**src/rtl/conv_sequencer.sv**
```systemverilog
// rtl/conv_sequencer.sv - sequences one KxK convolution window through the multiplier lanes and final add
module conv_sequencer #(
  parameter int DATA_WIDTH     = 32,
  parameter int KERNEL_SIZE    = 3,
  parameter int TIMEOUT_CYCLES = 255
) (
  input  logic                                          Clk,
  input  logic                                          Rst_n,
  input  logic                                          start,
  output logic                                          busy,
  input  logic [KERNEL_SIZE*KERNEL_SIZE*DATA_WIDTH-1:0] window_in,
  input  logic [KERNEL_SIZE*KERNEL_SIZE*DATA_WIDTH-1:0] kernel_in,
  output logic [KERNEL_SIZE*DATA_WIDTH-1:0]             multiplier_out,
  output logic [KERNEL_SIZE*DATA_WIDTH-1:0]             multiplicand_out,
  output logic [KERNEL_SIZE-1:0]                        mStart,
  input  logic [KERNEL_SIZE-1:0]                        mReady,
  output logic                                          finalAdd,
  input  logic [2*DATA_WIDTH-1:0]                       finalAccumulate,
  input  logic                                          finalReady,
  output logic [2*DATA_WIDTH-1:0]                       result,
  output logic                                          result_valid,
  input  logic                                          result_ready,
  output logic                                          timeout_err
);

  localparam int K   = KERNEL_SIZE;
  localparam int DW  = DATA_WIDTH;
  localparam int OPW = K * K * DW;
  localparam int RW  = (K > 1) ? $clog2(K) : 1;
  localparam int CW  = $clog2(TIMEOUT_CYCLES + 1);
  localparam logic [RW-1:0] LAST_ROW  = RW'(K - 1);
  localparam logic [CW-1:0] CNT_LIMIT = CW'(TIMEOUT_CYCLES - 1);

  typedef enum logic [2:0] {
    S_IDLE,
    S_ISSUE,
    S_WAIT_M,
    S_FINAL,
    S_WAIT_F,
    S_DONE
  } state_t;

  state_t              state_q, state_d;
  logic [RW-1:0]       row_q, row_d;
  logic [OPW-1:0]      win_q, win_d;
  logic [OPW-1:0]      ker_q, ker_d;
  logic [K-1:0]        mask_q, mask_d;
  logic [CW-1:0]       cnt_q, cnt_d;
  logic [2*DW-1:0]     result_q, result_d;
  logic                terr_q, terr_d;
  logic                all_ready;
  logic                timed_out;

  // State and datapath registers; reset clears every latched copy
  always_ff @(posedge Clk or negedge Rst_n) begin
    if (!Rst_n) begin
      state_q  <= S_IDLE;
      row_q    <= '0;
      win_q    <= '0;
      ker_q    <= '0;
      mask_q   <= '0;
      cnt_q    <= '0;
      result_q <= '0;
      terr_q   <= 1'b0;
    end else begin
      state_q  <= state_d;
      row_q    <= row_d;
      win_q    <= win_d;
      ker_q    <= ker_d;
      mask_q   <= mask_d;
      cnt_q    <= cnt_d;
      result_q <= result_d;
      terr_q   <= terr_d;
    end
  end

  // Next-state logic; a lane completing in the same cycle as the limit wins over the abort
  always_comb begin
    state_d   = state_q;
    row_d     = row_q;
    win_d     = win_q;
    ker_d     = ker_q;
    mask_d    = mask_q;
    cnt_d     = cnt_q;
    result_d  = result_q;
    terr_d    = terr_q;
    all_ready = &(mask_q | mReady);
    timed_out = (cnt_q == CNT_LIMIT);
    case (state_q)
      S_IDLE: begin
        if (start) begin
          win_d   = window_in;
          ker_d   = kernel_in;
          terr_d  = 1'b0;
          row_d   = '0;
          state_d = S_ISSUE;
        end
      end
      S_ISSUE: begin
        mask_d  = '0;
        cnt_d   = '0;
        state_d = S_WAIT_M;
      end
      S_WAIT_M: begin
        mask_d = mask_q | mReady;
        if (all_ready) begin
          if (row_q != LAST_ROW) begin
            row_d   = row_q + 1'b1;
            state_d = S_ISSUE;
          end else begin
            state_d = S_FINAL;
          end
        end else if (timed_out) begin
          terr_d  = 1'b1;
          state_d = S_IDLE;
        end else begin
          cnt_d = cnt_q + 1'b1;
        end
      end
      S_FINAL: begin
        cnt_d   = '0;
        state_d = S_WAIT_F;
      end
      S_WAIT_F: begin
        if (finalReady) begin
          result_d = finalAccumulate;
          state_d  = S_DONE;
        end else if (timed_out) begin
          terr_d  = 1'b1;
          state_d = S_IDLE;
        end else begin
          cnt_d = cnt_q + 1'b1;
        end
      end
      S_DONE: begin
        if (result_ready) begin
          state_d = S_IDLE;
        end
      end
      default: state_d = S_IDLE;
    endcase
  end

  // Strobes and status decode straight from the state register
  always_comb begin
    busy         = (state_q != S_IDLE);
    mStart       = {K{state_q == S_ISSUE}};
    finalAdd     = (state_q == S_FINAL);
    result_valid = (state_q == S_DONE);
    result       = result_q;
    timeout_err  = terr_q;
  end

  // Lane operands follow the current row of the latched copies; zero while idle
  always_comb begin
    multiplier_out   = '0;
    multiplicand_out = '0;
    if (state_q != S_IDLE) begin
      for (int r = 0; r < K; r++) begin
        if (row_q == RW'(r)) begin
          for (int j = 0; j < K; j++) begin
            multiplier_out[j*DW +: DW]   = win_q[(r*K + j)*DW +: DW];
            multiplicand_out[j*DW +: DW] = ker_q[(r*K + j)*DW +: DW];
          end
        end
      end
    end
  end

endmodule

```
**config.mk**
```make
export PLATFORM = sky130hd
export DESIGN_NAME = conv_sequencer
export DESIGN_NICKNAME = d
export VERILOG_FILES = /design/src/rtl/conv_sequencer.sv
export SDC_FILE = /design/constraint.sdc
export NUM_CORES = 2
export LEC_CHECK = 0
export BUFFER_PORTS_ARGS = -buffer_cell sky130_fd_sc_hd__clkbuf_2
export CAP_MARGIN = 20
export CORE_AREA = 8 8 345 347
export CTS_BUF_LIST = sky130_fd_sc_hd__clkbuf_16
export DETAILED_ROUTE_END_ITERATION = 10
export DIE_AREA = 0 0 353 355
export PLACE_DENSITY_LB_ADDON = 0.08
export SLEW_MARGIN = 20
export SYNTH_ARGS = -nofsm -noshare
export SYNTH_HDL_FRONTEND = slang
export SYNTH_SLANG_ARGS = --single-unit
```
**constraint.sdc**
```tcl
create_clock -name Clk -period 1.95 [get_ports Clk]
set_clock_uncertainty 0.1 [all_clocks]
set_input_delay 0.195 -clock Clk [delete_from_list [all_inputs] [get_ports Clk]]
set_output_delay 0.195 -clock Clk [all_outputs]
set_load 0.005 [all_outputs]
```
==> results.cfg <==
[outcome]
status = finished, violations left
violations = negative setup slack

[placed_design]
detailed_place.area_um2 = 37870
place.gp.congestion = 0.7899
dp_hpwl_um = 97680
port_buffers = 910

[clock_tree]
cts.clk_slew.worst_paths_ps = 60
clkLatencyLatePin_ps = 640
cts_buffers = 82
cts-root-buf = clkbuf_16
htreeDepth = 3
cts_tree = done
clock_path_buffers = 3
clkSinkCount = 657

[critical_path]
arrival_ps = 2540
endpoint_kind = primary output
critPathMaxFanout = 7
crit_top_cell = buf_6
path_cells = buf_6 > ha_4 > nor2b_4 > buf_6 > buf_16 > buf_12 > buf_12 > buf_6 > a221oi_4 > nor3_2 > buf_2
startpoint = row_q[0]
cp.required_ps = 1650
crit_type = flop to primary output
reg2reg_to = win_q[268]
worst_path_max_delay_cell = dfrtp_1
r2r_setup_slack_ps = -220
endpoint = multiplicand_out[70]
max_stage_delay_ps = 400
timing.rr.start = state_q[2]
critPathLaunchType = flop
reg2regPathDepth = 6

[synth]
ys_seq_elements = 657
ys_seq_area_share_pct = 56.01
synth_most_common_cell = nand2_1
syn-cell-area_um2 = 29350
synth_cells = 3380
synth_edf_count = 0
synth.avg_cell_area_um2 = 8.684
yosys.area.top_type = dfrtp_1
syn-num-nets = 4033
yosys_warnings = 0
async_flop_share_pct = 100.0
netlist_top_cells_count = nand2_1 (1742), dfrtp_1 (657), nor2b_1 (195), a221oi_1 (192), nor3_1 (192)
ys_types = 44
synthFlopType = dfrtp_1
netlist.area_leader.share_pct = 56.01
synth_area_leaders = dfrtp_1 (56%), nand2_1 (22%), a221oi_1 (5.7%), nor2b_1 (4.2%), nor3_1 (3.3%)

[grt]
grt_overflow = 0
grt_use_total_pct = 21.13
grt_pass1_wl_um = 205200
antenna_found_initial = 12
grt_max_degree = 181
grt_pass1_vias = 32660

[detailed_routing]
ant_nets = 0
routed_wl_um = 138900
drt_iter0_drc = 1702
num_vias = 30150
via_per_inst = 4.498
wl_per_cell_um = 20.73
drt-pass1-iter-count = 5
drc_errors = 0

[timing]
worst_slack_ps = -888.6
finalHoldViolCount = 0
rsz0062_at_grt = yes
max_freq_mhz = 352.3
slew_violations = 0
fin_tns_setup_ps = -194170
max_slew_margin_pct = 39.59
worst_pin_slew_ps = 906.1
period_minus_slack_ps = 2839
whs_ps = 68.52
setup_violations = 777
period_share_pct = 145.6

[cells_and_area]
multi_input_area_um2 = 13230
fin_area_um2 = 49690
layout.filler_cells = 11200
syn2layout_area_growth_pct = 69.27
drive_gt1_share_pct = 31.62
seq_area_um2 = 16440
fin_nets = 5766

[die]
pin_count = 911
start_util_pct = 25.85
die_h_um = 355
die_w_um = 353
dieArea_um2 = 125300
core_um2 = 113600
num_rows = 124

[power_and_ir_drop]
power_density_nw_per_um2 = 1531
max-vdd-ir-drop_mv = 0.7261
power_leakage_nw = 25.39

[worst_hold_path]
hp-class = input port to asynchronous set/reset pin

[job]
maxCapViolations = 0
==> routing by layer <==
metal	wire length [um]	global-route usage, %	part of all wire (%)	vias up
li1	-	-	-	14480
met1	57070	25.42	41	14580
met2	68750	36.61	49	866
met3	7660	4.642	5.5	226
met4	5431	8.617	3.9	2
met5	13	0	0.0094	-
==> worst min-delay path by stage <==
stage               startpoint          to  slack (ps)  cells after the start
floorplan                Rst_n    cnt_q[0]        -200                      0
global placement         Rst_n   ker_q[23]          60                      1
detailed placement       Rst_n  result[24]          50                      1
CTS                      Rst_n  ker_q[119]          30                      2
global route             Rst_n  result[24]          50                      2
finish                   Rst_n  result[24]          70                      2
==> flip-flops by register name, summed over array words and instances (netlist names) <==
name         flops
row_q            2
mask_q           3
ker_q          288
win_q          288
timeout_err      1
cnt_q            8
state_q          3
result          64
==> repair_timing <==
item	in CTS	in global routing
hold buffers	647	0
endpoints found under the setup margin	613	779
gates cloned	13	4
setup buffers	37	28
pin swaps	37	41
endpoints found under the hold margin	1291	0
gates resized for setup	229	189
==> worst max-delay path, delay by kind of cell (launching register included) <==
| family | cells | cell delay (ps) |
|---|---|---|
| AOI/OAI and AO/OA | 1 | 50 |
| adders and majority gates | 1 | 170 |
| buffers and inverters | 7 | 960 |
| DFF | 1 | 400 |
| and+or+nand+nor | 2 | 310 |
==> per-stage QoR <==
step | cells | total power, W | setup WS [ps] | util [%]
after floorplan | 3380 | 0.03828 | -24.92 | -
after global placement | 5826 | 0.05425 | -440.7 | 33.34
after detailed placement | 5826 | 0.05441 | -451.0 | 33.34
after CTS | 6670 | 0.07582 | -988.4 | 43.03
after global routing | 6700 | 0.08157 | -1029 | 43.74
final | 6703 | 0.07605 | -888.6 | 43.75
==> logic make-up after synthesis <==
group           after synthesis  share of synthesized area [%]
simple gates               2169                          30.55
fa+ha+maj                     5                         0.2131
mux                          71                          2.694
flops                       657                          56.01
buf+inv                     254                          4.075
compound gates              224                          6.458
==> placed cells by master, fill, tap and decap left out, types with 23 or more instances in the layout <==
| cell | count |
|---|---|
| a221oi_2 | 88 |
| dfrtp_1 | 654 |
| mux2_2 | 64 |
| clkbuf_16 | 88 |
| clkbuf_2 | 816 |
| inv_1 | 23 |
| dlygate4sd3_1 | 647 |
| buf_4 | 189 |
| nand2_1 | 1742 |
| a221oi_1 | 74 |
| buf_6 | 45 |
| buf_12 | 103 |
| nor3_2 | 64 |
| nor2b_1 | 186 |
| a221oi_4 | 30 |
| nor3_1 | 127 |
| buf_2 | 74 |
==> area by class of cell <==
type                    instances  area share, %
diodes                         11        0.05540
clock buffers                  84          4.231
clock inverters                67          1.030
inverters                       5        0.03777
multi-input cells            2469          26.62
flip-flops and latches        657          33.10
well taps                    1512          3.808
repair buffers               1898          31.12
==> power breakdown <==
group          internal, W  leakage (nW)  total, W  switching [W]
sequential          0.0201          8.14    0.0246        0.00448
combinational       0.0176          15.9    0.0364         0.0188
clock              0.00873          1.36    0.0150        0.00629
total               0.0465          25.4    0.0760         0.0296
Note: power is estimated with default switching activity, not from simulation.
